### config.mk
export PLATFORM = sky130hd
export DESIGN_NAME = ps2_transmitter
export DESIGN_NICKNAME = d
export VERILOG_FILES = /design/src/rtl/ps2_transmitter.sv
export SDC_FILE = /design/constraint.sdc
export NUM_CORES = 1
export LEC_CHECK = 0
export BUFFER_PORTS_ARGS = -buffer_cell sky130_fd_sc_hd__buf_2
export CAP_MARGIN = 20
export CORE_UTILIZATION = 64
export DETAILED_ROUTE_END_ITERATION = 12
export PLACE_DENSITY = 0.85
export SYNTH_ARGS = -nofsm -noshare
export SYNTH_HDL_FRONTEND = slang
export SYNTH_SLANG_ARGS = --single-unit
### constraint.sdc
create_clock -name clk -period 4.5 [get_ports clk]
set_clock_uncertainty 0.05 [all_clocks]
set_input_delay 0.45 -clock clk [delete_from_list [all_inputs] [get_ports clk]]
set_output_delay 0.45 -clock clk [all_outputs]
set_load 0.005 [all_outputs]
### src/rtl/ps2_transmitter.sv
// PS/2 host-to-device transmitter: inhibit, request-to-send, then
// clocks out data, odd parity and stop on device edges and checks the ACK.
module ps2_transmitter #(
  parameter int CLK_INHIBIT_CYCLES  = 5000,
  parameter int RTS_HOLD_CYCLES     = 100,
  parameter int EDGE_TIMEOUT_CYCLES = 750000
) (
  input  logic       clk,
  input  logic       reset,
  input  logic       tx_start,
  input  logic [7:0] tx_data,
  input  logic       clk_edge,
  input  logic       ps2_clk_in,
  input  logic       ps2_data_in,
  output logic       ps2_clk_drive_low,
  output logic       ps2_data_drive_low,
  output logic       tx_busy,
  output logic       tx_done,
  output logic       tx_error
);

  localparam int M1 =
    (CLK_INHIBIT_CYCLES > RTS_HOLD_CYCLES) ?
    CLK_INHIBIT_CYCLES : RTS_HOLD_CYCLES;
  localparam int MAXC =
    (M1 > EDGE_TIMEOUT_CYCLES) ? M1 : EDGE_TIMEOUT_CYCLES;
  localparam int CW = $clog2(MAXC + 1);

  typedef enum logic [2:0] {
    IDLE,
    INHIBIT,
    RTS,
    SEND,
    ACK,
    RELEASE_WAIT
  } state_t;

  state_t state;
  state_t next;

  logic [CW-1:0] cnt;
  logic [3:0]    bit_count;
  logic [8:0]    shift;
  logic          data_bit;

  logic watch;
  logic timeout;
  logic inh_done;
  logic rts_done;

  // One counter serves the host timing phases and the edge watchdog
  assign watch    = (state == SEND) || (state == ACK) ||
                    (state == RELEASE_WAIT);
  assign timeout  = watch && (cnt == CW'(EDGE_TIMEOUT_CYCLES));
  assign inh_done = (cnt == CW'(CLK_INHIBIT_CYCLES - 1));
  assign rts_done = (cnt == CW'(RTS_HOLD_CYCLES - 1));

  always_ff @(posedge clk or negedge reset) begin
    if (!reset) state <= IDLE;
    else        state <= next;
  end

  always_comb begin
    next = state;
    unique case (state)
      IDLE:    if (tx_start) next = INHIBIT;
      INHIBIT: if (inh_done) next = RTS;
      RTS:     if (rts_done) next = SEND;
      SEND: begin
        if (timeout) next = IDLE;
        else if (clk_edge && bit_count == 4'd9) next = ACK;
      end
      ACK: begin
        if (timeout) next = IDLE;
        else if (clk_edge)
          next = ps2_data_in ? IDLE : RELEASE_WAIT;
      end
      RELEASE_WAIT: begin
        if (timeout || (ps2_clk_in && ps2_data_in))
          next = IDLE;
      end
      default: next = IDLE;
    endcase
  end

  always_comb begin
    ps2_clk_drive_low  = (state == INHIBIT) || (state == RTS);
    ps2_data_drive_low = (state == RTS) ||
                         ((state == SEND) && data_bit && !timeout);
    tx_busy  = (state != IDLE);
    tx_done  = (state == RELEASE_WAIT) && !timeout &&
               ps2_clk_in && ps2_data_in;
    tx_error = timeout ||
               ((state == ACK) && clk_edge && ps2_data_in);
  end

  always_ff @(posedge clk or negedge reset) begin
    if (!reset) begin
      cnt       <= '0;
      bit_count <= '0;
      shift     <= '0;
      data_bit  <= 1'b0;
    end else begin
      if (next != state || state == IDLE || (watch && clk_edge))
        cnt <= '0;
      else
        cnt <= cnt + 1'b1;

      if (state == IDLE && tx_start)
        shift <= {~^tx_data, tx_data};

      // data_bit starts at 1 so the start bit stays low until edge 1
      if (state == RTS && rts_done) begin
        bit_count <= '0;
        data_bit  <= 1'b1;
      end else if (state == SEND && clk_edge && !timeout) begin
        bit_count <= bit_count + 1'b1;
        if (bit_count <= 4'd8) data_bit <= ~shift[bit_count];
        else                   data_bit <= 1'b0;
      end
    end
  end

endmodule

# Word level (Yosys, flattened, before mapping)
# Index checks and enable logic that the tools add are counted.
dict set report word_totals {
  register_bits 37
}
dict set report op_classes {
  n_mux 18
  n_reduce_logical 28
  n_eq_ne 10
  n_bitwise 1
  magnitude_cmp 2
  addsub 2
}
# operator n
set ops {}
lappend ops {{3-bit two-way mux} 9}
lappend ops {{20-bit by 1-bit adder with 20-bit output, second input constant} 1}
lappend ops {{20-bit by 13-bit == test with 1-bit output, second input constant} 1}
lappend ops {{20-bit == test, second input constant} 1}
lappend ops {{20-bit by 7-bit == test with 1-bit output, second input constant} 1}
lappend ops {{20-bit two-way mux} 1}
lappend ops {{3-bit case mux with 6 select lines} 1}
lappend ops {{1-bit logical AND} 15}
lappend ops {{1-bit logical OR} 8}
lappend ops {{4-bit two-way mux} 2}
lappend ops {{8-bit XNOR reduction} 1}
lappend ops {{3-bit by 2-bit == test with 1-bit output, second input constant} 2}
lappend ops {{3-bit == test, second input constant} 2}
lappend ops {{4-bit by 5-bit less-than comparator with 1-bit output, second input constant} 1}
lappend ops {{4-bit by 1-bit adder with 4-bit output, second input constant} 1}
lappend ops {{1-bit binary-select mux with 4-bit select} 1}
lappend ops {{4-bit == test, second input constant} 1}
lappend ops {{4-bit <= comparator, second input constant} 1}
lappend ops {{1-bit two-way mux} 4}
lappend ops {{3-bit by 1-bit == test with 1-bit output, second input constant} 1}
lappend ops {{3-bit zero test} 1}
lappend ops {{3-bit inequality test} 1}
lappend ops {{3-bit nonzero test} 1}
lappend ops {{2-bit nonzero test} 1}
lappend ops {{2 further kinds} 2}

# Depth between registers and ports, before layout
# Gate-level depths: netlist (run 1).
dict set report depth {
  ltp_word 11
  mapped_depth 8
  mapped_depth_nobuf 7
}

# Worst setup path after synthesis (run 1)
# OpenSTA, ideal clock, no wires.
dict set report synth_timing {
  kind {register to register}
  from {register cnt[3]}
  to {register cnt[2]}
  arrival_ns 1.885
  setup_time_ns 0.139
  stages_incl_launch_ff 6
  setup_slack_ns 2.426
  cell_sequence {dfrtp_1 -> or4_4 -> nor4_2 -> nand2_1 -> a2111oi_4 -> nor4_1}
}
dict set report synth_between {
  elab_chain_cells 9
  word_cells_on_any_way 15
  classes_between {4 x eq/ne; 7 x mux; 4 x reduce/logical}
}
# item line_no
set synth_lines {}
lappend synth_lines {{start, declared} 41} ;# logic [CW-1:0] cnt;
lappend synth_lines {{start signal, assigned} 107} ;# cnt <= cnt + 1'b1;
lappend synth_lines {{20-bit == test} 54} ;# assign timeout = watch && (cnt == CW'(EDGE_TIMEOUT_CYCLES));
lappend synth_lines {{1-bit logical AND} 54}
lappend synth_lines {{1-bit logical OR} 79} ;# if (timeout || (ps2_clk_in && ps2_data_in))
lappend synth_lines {{3-bit two-way mux} 79}
lappend synth_lines {{3-bit case mux with 6 select lines *} 65} ;# unique case (state)
lappend synth_lines {{3-bit inequality test *} 104} ;# if (next != state || state == IDLE || (watch && clk_edge))
lappend synth_lines {{1-bit logical OR * (2 in series)} 104}
lappend synth_lines {{20-bit two-way mux *} 104}
# Every way passes the cells marked *; elsewhere a longest branch is shown, timed or not.
# A chain may end at the register's enable or synchronous reset.

# Final worst setup path (run 1)
dict set report layout_timing {
  from {register cnt[0]}
  to {output port ps2_data_drive_low}
}
dict set report layout_between {
  elab_chain_cells 5
}
# item line_no
set layout_lines {}
lappend layout_lines {{20-bit == test} 54}
lappend layout_lines {{1-bit logical AND} 54}
lappend layout_lines {{1-bit zero test} 89} ;# ((state == SEND) && data_bit && !timeout);
lappend layout_lines {{1-bit logical AND} 89}
lappend layout_lines {{1-bit logical OR} 88} ;# ps2_data_drive_low = (state == RTS) ||
lappend layout_lines {{end, declared} 16} ;# output logic ps2_data_drive_low,
# No other way between the ends.

==> results.env, run 1 <==
WIRE_LENGTH_OF_THE_FIRST_GLOBAL_ROUTING_PASS_UM=6930
SWSHARE_PCT=22.9
TOTAL_LEAKAGE_POWER_nW=1.07
CTS_MAX_LEVEL=2
MIN-DELAY-PATH-CLASS='input port to async pin'
PORT_BUFFERS=18
CTS_ROOT_BUF='sky130_fd_sc_hd__clkbuf_4'
POST-ROUTE-WORST-SETUP-SLACK_PS=1920
SEQ_POWER_SHARE_PCT=63.5
CTSLONGESTPATHBUFFERS=2
DRV.MAX_CAP_VIOLATION_COUNT=0
LAYOUT.CELLS.MOST_COMMON='sky130_fd_sc_hd__dfrtp_1'
FLOORPLAN.ROWS=21
ELEMENT_TYPE_AT_THE_CRITICAL_PATH_END='primary output'
RSZ_0062_RAISED_AFTER_GLOBAL_ROUTING='no'
SYN-MEAN-INSTANCE-AREA_UM2=10.0
ASYNC_RESET_FF_SHARE_PCT=100
COUNT_OF_FLIP_FLOPS_WITH_A_BUILT_IN_ENABLE_AFTER_SYNTHESIS=0
MAXSLEWVIOLCOUNT=0
PLACE_WORST_SETUP_SLACK_PS=2240
CATEGORY_OF_THE_MOST_CRITICAL_SETUP_PATH='register to primary output'
PLACEABLECOREAREA_MM2=0.00336
DETAIL_ROUTE.ITER0.VIOLATIONS=129
FINAL_CELL_MIX='37 x sky130_fd_sc_hd__dfrtp_1, 27 x sky130_fd_sc_hd__nor2_1, 20 x sky130_fd_sc_hd__xnor2_1'
CTS_TREE='done'
POSTSYNTHNETCOUNT=245
GRT_USAGE_PCT=25.4
FIN_CRIT_PS=2580
FLOW.AREA_GROWTH_FROM_SYNTHESIS_PCT=7.30
WORSTPATHREQUIRED_PS=4000
LAYOUT.CORE_UTILIZATION_PCT=72.2
POWER_SWITCHING_W=0.000120
TRITONCTS.NUM_BUFFERS=5
CLOCK.FMAX_GHz=0.388
CLOCK_INSERTION_DELAY_WORST_SKEW_PS=340
POST_CTS.RESIZED_INSTANCES=0
CELL_INTERNAL_PWR_W=0.000403
SETUP.WORST_PATH.START_CLASS='register'
PIN_COUNT=19
NUMBER_OF_GLOBAL_ROUTE_VIAS_BEFORE_REPAIR=1533
PEAK_SUPPLY_DROP_mV=0.251
OUTCOME='finished clean'
ANTENNA_FOUND_INITIAL=0
NETLIST.AREA_LEADER.SHARE_PCT=40.9
DIE_AREA_MM2=0.00378
COMBINATIONALPOWERSHARE_PCT=5.2
CLOCK_TRANSITION_AT_THE_REGISTER_CLOCK_PINS_ON_THE_WORST_SETUP_AND_HOLD_PATHS_AFTER_CTS_PS=110
HOLD_SLACK_PS=146
GRT_OVERFLOW_TOTAL=0
DIODES=0
SYNTHTOPCELLSBYAREA='sky130_fd_sc_hd__dfrtp_1 41%, sky130_fd_sc_hd__xnor2_1 7.7%, sky130_fd_sc_hd__mux2_2 5.0%, sky130_fd_sc_hd__nor2_1 4.5%, sky130_fd_sc_hd__xor2_1 3.5%'
DETAILED_PLACE_HPWL_UM=3140
SYNTH_CELL_TYPE_COUNT=49
WORST_SLEW_PIN_SLEW_PS=818
CTS_HOLD_REPAIR.BUFFERS=0
SETUP_VIOLATIONS=0
CTS.SINKS=37
ROUTE.FINAL.WIRE_LENGTH_UM=4290
P_CLK_SHARE_PCT=31.3
DIE-HEIGHT_UM=61.5
FINAL.PERIOD_UTILIZATION_PCT=57.2
ROUTABILITYCONGESTION=0.853
BIGGEST_FANOUT_ALONG_THE_WORST_TIMING_PATH=5
VIASPERCELL=5.91
DETAIL_ROUTE.DRC_VIOLATIONS=0
SHARE_OF_SYNTHESIZED_AREA_OCCUPIED_BY_FLIP_FLOPS_AND_LATCHES_PCT=40.9
HOLD_VIOL=0
POST_CTS.REPAIR.SETUP_BUFFERS=0
PIN_COUNT_OF_THE_BIGGEST_NET_ENTERING_GLOBAL_ROUTING=38
INITIAL_STANDARD_CELL_UTILIZATION_OF_THE_CORE_PCT=67.3
SYNTH_TOP_CELL_BY_AREA='sky130_fd_sc_hd__dfrtp_1'
YOSYS_WARNINGS=0
ANTENNA_VIOLATING_NETS_POST_ROUTE=0
MAX_SLEW_MARGIN_PCT=45.4
SETUP_TNS_PS=0
WORST_EP_ARRIVAL_TIME_PS=2080
YOSYS_REGISTER_BITS=37
P_PER_AREA_mW_PER_MM2=216
SYNTH-MAIN-FF-CELL='sky130_fd_sc_hd__dfrtp_1'
FINAL_LAYOUT_SIZE_SUFFIX_GT1_SHARE_PCT=18.9
POST_SYNTH_INST_COUNT=226
DESIGN.FINAL.NETS=261
VIAS=1709
DRT_FIRST_PASS_ITERS=4
FP.DIEW_UM=61.5
POST_SYNTH_INSTANCE_AREA_MM2=0.00226
ROUTE.DETAILED.WL_PER_INST_UM=14.8
-- flip-flops by register name, indices dropped and copies added (netlist names) --
register   flops
bit_count      4
cnt           20
data_bit       1
shift          9
state          3
-- stage by stage --
step | area [um2] | power (W) | instances
3_5_place_dp | 2380 | 0.000367 | 281
3_3_place_gp | 2380 | 0.000366 | 281
4_1_cts | 2430 | 0.000532 | 289
5_1_grt | 2430 | 0.000547 | 289
6_report | 2430 | 0.000524 | 289
2_1_floorplan | 2260 | 0.000351 | 226
-- per-layer routing --
metal	up-vias	GRT usage, %	part of all wire, %
li1	841	-	-
met1	831	34.9	49
met2	31	39.0	47
met3	6	5.88	3.3
met4	0	10.8	1.4
met5	-	0	0
-- cell usage after synthesis (all sizes together), types with 3 or more instances --
cell type / n
a21oi: 10
and3: 5
and4b: 3
buf: 3
clkbuf: 7
dfrtp: 37
ha: 5
inv: 8
mux2: 10
nand2: 12
nand3: 9
nand4: 6
nor2: 27
nor2b: 4
nor3: 5
nor4: 9
o21ai: 3
xnor2: 20
xor2: 9
-- power groups by stage --
stage                     clock (W)  sequential (W)  combinational [W]
after floorplan                   0        0.000339          0.0000124
final                      0.000164        0.000332          0.0000273
after detailed placement          0        0.000339          0.0000278
after global routing       0.000184        0.000332          0.0000307
after CTS                  0.000171        0.000332          0.0000280
after global placement            0        0.000339          0.0000269
-- critical path: stages, from the launching register on --
cell                        delay, ps
sky130_fd_sc_hd__dfrtp_1          440
sky130_fd_sc_hd__inv_1             70
sky130_fd_sc_hd__ha_1             140
sky130_fd_sc_hd__nand4bb_1        170
sky130_fd_sc_hd__nor4_4           450
sky130_fd_sc_hd__nand2_1          160
sky130_fd_sc_hd__nand2_1          110
sky130_fd_sc_hd__a21oi_1           60
sky130_fd_sc_hd__buf_2            140
-- final timing paths --
kind | start | to | slack [ps] | cells past startpoint
setup / recovery | cnt[0]$_DFF_PN0_ | ps2_data_drive_low | 1920 | 8
min in group clk | tx_data[7] | shift[7]$_DFFE_PN0P_ | 320 | 2
hold reg to reg | shift[5]$_DFFE_PN0P_ | shift[5]$_DFFE_PN0P_ | 460 | 1
hold / removal | reset | state[1]$_DFF_PN0_ | 150 | 1
max in group asynchronous | reset | cnt[9]$_DFF_PN0_ | 3730 | 1
setup reg to reg | cnt[0]$_DFF_PN0_ | cnt[6]$_DFF_PN0_ | 2220 | 7
-- final cells by class --
type / instances / area [um2]
Clock buffer: 6 / 41.3
Inverter: 8 / 30.0
Tap cell: 46 / 57.6
Sequential cell: 37 / 926
Clock inverter: 2 / 10.0
Timing Repair Buffer: 19 / 97.6
Multi-Input combinational cell: 171 / 1260
Fill cell: 279 / 936
-- cells by family (layout without fill, tap and decap cells) --
kind of cell	count (synthesis)	after routing	synth area share (%)
DFF	37	37	40.9
xor gates and xnor gates	29	29	11.2
buffers and inverters	18	35	3.15
adders and majority gates	5	5	2.77
AOI/OAI and AO/OA	26	26	9.35
and+or+nand+nor	98	98	25.2
muxes	13	13	7.41
Power figures use the tool's default switching activity.
==> inputs of run 2 (changes only) <==
- CORE_UTILIZATION: 64 -> 54
- PLACE_DENSITY: 0.85 -> 0.76
- clock period: 4.5 -> 2.29 ns (I/O delays scaled with it)
==> run 2 against run 1 <==
  * The run now ends with negative hold slack left
  * Clock power grew to 2.8 times the previous value
  * Cell area grew 5.8%
  * Register-to-register slack lost 2100 ps
  * Highest routed layer unchanged
==> results.env, run 2 (synthesis gave the netlist of run 1 again) <==
DRV.MAX_CAP_VIOLATION_COUNT=0
PIN_COUNT=19
DIODES=0
DETAILED_PLACE_HPWL_UM=3390
DIE_AREA_MM2=0.00445
LARGEST_REGISTER_FFS=20
WORST_EP_ARRIVAL_TIME_PS=1920
WIRE_LENGTH_OF_THE_FIRST_GLOBAL_ROUTING_PASS_UM=8100
PEAK_SUPPLY_DROP_mV=0.370
FLOORPLAN.ROWS=23
LAYOUT.CELLS.MOST_COMMON='sky130_fd_sc_hd__dfrtp_1'
WORSTPATHREQUIRED_PS=2010
ANTENNA_VIOLATING_NETS_POST_ROUTE=0
VIOLATIONS='negative hold slack'
ROUTABILITYCONGESTION=0.819
LAYOUT.CORE_UTILIZATION_PCT=64.2
FINAL.PERIOD_UTILIZATION_PCT=96.0
CLOCK.FMAX_GHz=0.455
FP.DIEW_UM=66.7
WORST_SLEW_PIN_SLEW_PS=817
FIN_CRIT_PS=2200
DRT_FIRST_PASS_ITERS=4
FLOW.AREA_GROWTH_FROM_SYNTHESIS_PCT=13.6
SETUP_TNS_PS=0
VIASPERCELL=5.92
FINAL_CELL_MIX='36 x sky130_fd_sc_hd__dfrtp_1, 27 x sky130_fd_sc_hd__nor2_1, 20 x sky130_fd_sc_hd__xnor2_1'
DETAIL_ROUTE.ITER0.VIOLATIONS=152
ANTENNA_FOUND_INITIAL=0
GRT_OVERFLOW_TOTAL=0
BIGGEST_FANOUT_ALONG_THE_WORST_TIMING_PATH=5
ROUTE.DETAILED.WL_PER_INST_UM=15.6
DIE-HEIGHT_UM=66.7
PIN_COUNT_OF_THE_BIGGEST_NET_ENTERING_GLOBAL_ROUTING=38
MIN-DELAY-PATH-CLASS='input port to async pin'
CTS_HOLD_REPAIR.BUFFERS=0
CATEGORY_OF_THE_MOST_CRITICAL_SETUP_PATH='register to primary output'
FINAL_CELL_COUNT_NO_FILL=304
NUMBER_OF_GLOBAL_ROUTE_VIAS_BEFORE_REPAIR=1663
POST-PLACE-CELLS=295
SETUP_VIOLATIONS=0
CTS.SINKS=37
TOTAL_LEAKAGE_POWER_nW=1.13
DESIGN.FINAL.NETS=272
ELEMENT_TYPE_AT_THE_CRITICAL_PATH_END='primary output'
P_PER_AREA_mW_PER_MM2=454
INITIAL_STANDARD_CELL_UTILIZATION_OF_THE_CORE_PCT=56.6
CLOCK_INSERTION_DELAY_WORST_SKEW_PS=290
CTSLONGESTPATHBUFFERS=2
MAX_FLOP_REGISTER='cnt'
REGS_BY_FF_COUNT='cnt: 20 flops, shift: 9 flops, bit_count: 4 flops'
PLACEABLECOREAREA_MM2=0.00400
GRT_USAGE_PCT=24.9
CTS_MAX_LEVEL=2
TRITONCTS.NUM_BUFFERS=5
HOLD_SLACK_PS=-26.0
PLACEDINSTANCEAREA_MM2=0.00246
SETUP.WORST_PATH.START_CLASS='register'
CTS_ROOT_BUF='sky130_fd_sc_hd__clkbuf_8'
DETAIL_ROUTE.DRC_VIOLATIONS=0
CTS_TREE='done'
OUTCOME='finished with violations'
ROUTE.FINAL.WIRE_LENGTH_UM=4750
HOLD_VIOL=37
FINAL_LAYOUT_SIZE_SUFFIX_GT1_SHARE_PCT=24.0
VIAS=1800
RSZ_0062_RAISED_AFTER_GLOBAL_ROUTING='yes'
POSTLAYOUTCELLAREA_MM2=0.00257
PORT_BUFFERS=18
CLOCK_TRANSITION_AT_THE_REGISTER_CLOCK_PINS_ON_THE_WORST_SETUP_AND_HOLD_PATHS_AFTER_CTS_PS=80
MAXSLEWVIOLCOUNT=0
MAX_SLEW_MARGIN_PCT=45.6
run 2: cell count changes in the layout (fill, tap and decap cells not counted), moves of 2 or more:
| cell | before | now |
|---|---|---|
| sky130_fd_sc_hd__clkbuf_8 | 0 | 5 |
| sky130_fd_sc_hd__clkinv_2 | 2 | 0 |
| sky130_fd_sc_hd__clkbuf_4 | 5 | 0 |
| sky130_fd_sc_hd__buf_4 | 1 | 12 |
| sky130_fd_sc_hd__clkinvlp_4 | 0 | 3 |
run 2: area by class of cell:
type                    instances  area, um2
clock inverters                 3       22.5
fillers                       324       1430
well taps                      50       62.6
repair buffers                 30        180
inverters                       8       30.0
clock buffers                   5       68.8
flip-flops and latches         37        927
multi-input cells             171       1280
run 2: through the flow:
| stage | worst slack (ps) | total power, W | hold WS, ps |
|---|---|---|---|
| 5_1_grt | 0.386 | 0.00122 | 50.0 |
| 6_report | 91.7 | 0.00117 | -26.0 |
| 3_5_place_dp | 73.3 | 0.000720 | 325 |
| 3_3_place_gp | 125 | 0.000719 | 321 |
| 4_1_cts | 31.6 | 0.00118 | 4.00 |
| 2_1_floorplan | 216 | 0.000690 | -117 |
run 2: worst paths after layout:
kind	cells past startpoint	slack, ps	from	endpoint
setup / recovery	6	90	cnt[6]$_DFF_PN0_	ps2_data_drive_low
hold / removal	1	-30	reset	bit_count[3]$_DFFE_PN0P_
setup reg to reg	5	120	cnt[6]$_DFF_PN0_	cnt[2]$_DFF_PN0_
hold reg to reg	1	460	shift[0]$_DFFE_PN0P_	shift[0]$_DFFE_PN0P_
max in group asynchronous	1	1660	reset	cnt[5]$_DFF_PN0_
min in group clk	2	140	tx_data[1]	shift[1]$_DFFE_PN0P_
run 2: what timing repair did:
| item | in CTS | in global routing |
|---|---|---|
| resized for setup | 0 | 4 |
| endpoints found under the setup margin | 0 | 8 |
| setup buffers | 0 | 1 |
run 2: worst max-delay path, cell delays in order (launching register included):
cell,delay [ps]
sky130_fd_sc_hd__dfrtp_1,410
sky130_fd_sc_hd__or4_4,590
sky130_fd_sc_hd__a21oi_4,210
sky130_fd_sc_hd__nand2_1,120
sky130_fd_sc_hd__nand2_1,110
sky130_fd_sc_hd__a21oi_1,60
sky130_fd_sc_hd__buf_2,120
run 2: power by group:
part | total [W] | internal, W | switching [W]
clock network | 0.000459 | 0.000213 | 0.000246
logic | 0.0000531 | 0.0000230 | 0.0000301
registers | 0.000653 | 0.000653 | 0
total | 0.00117 | 0.000889 | 0.000276
run 2: routing by layer:
layer	GRT usage (%)	vias up	wire length, um
met4	8.78	0	58
met1	35.0	882	2250
met2	37.1	48	2220
met3	5.82	6	217
met5	0	-	0
li1	-	864	-
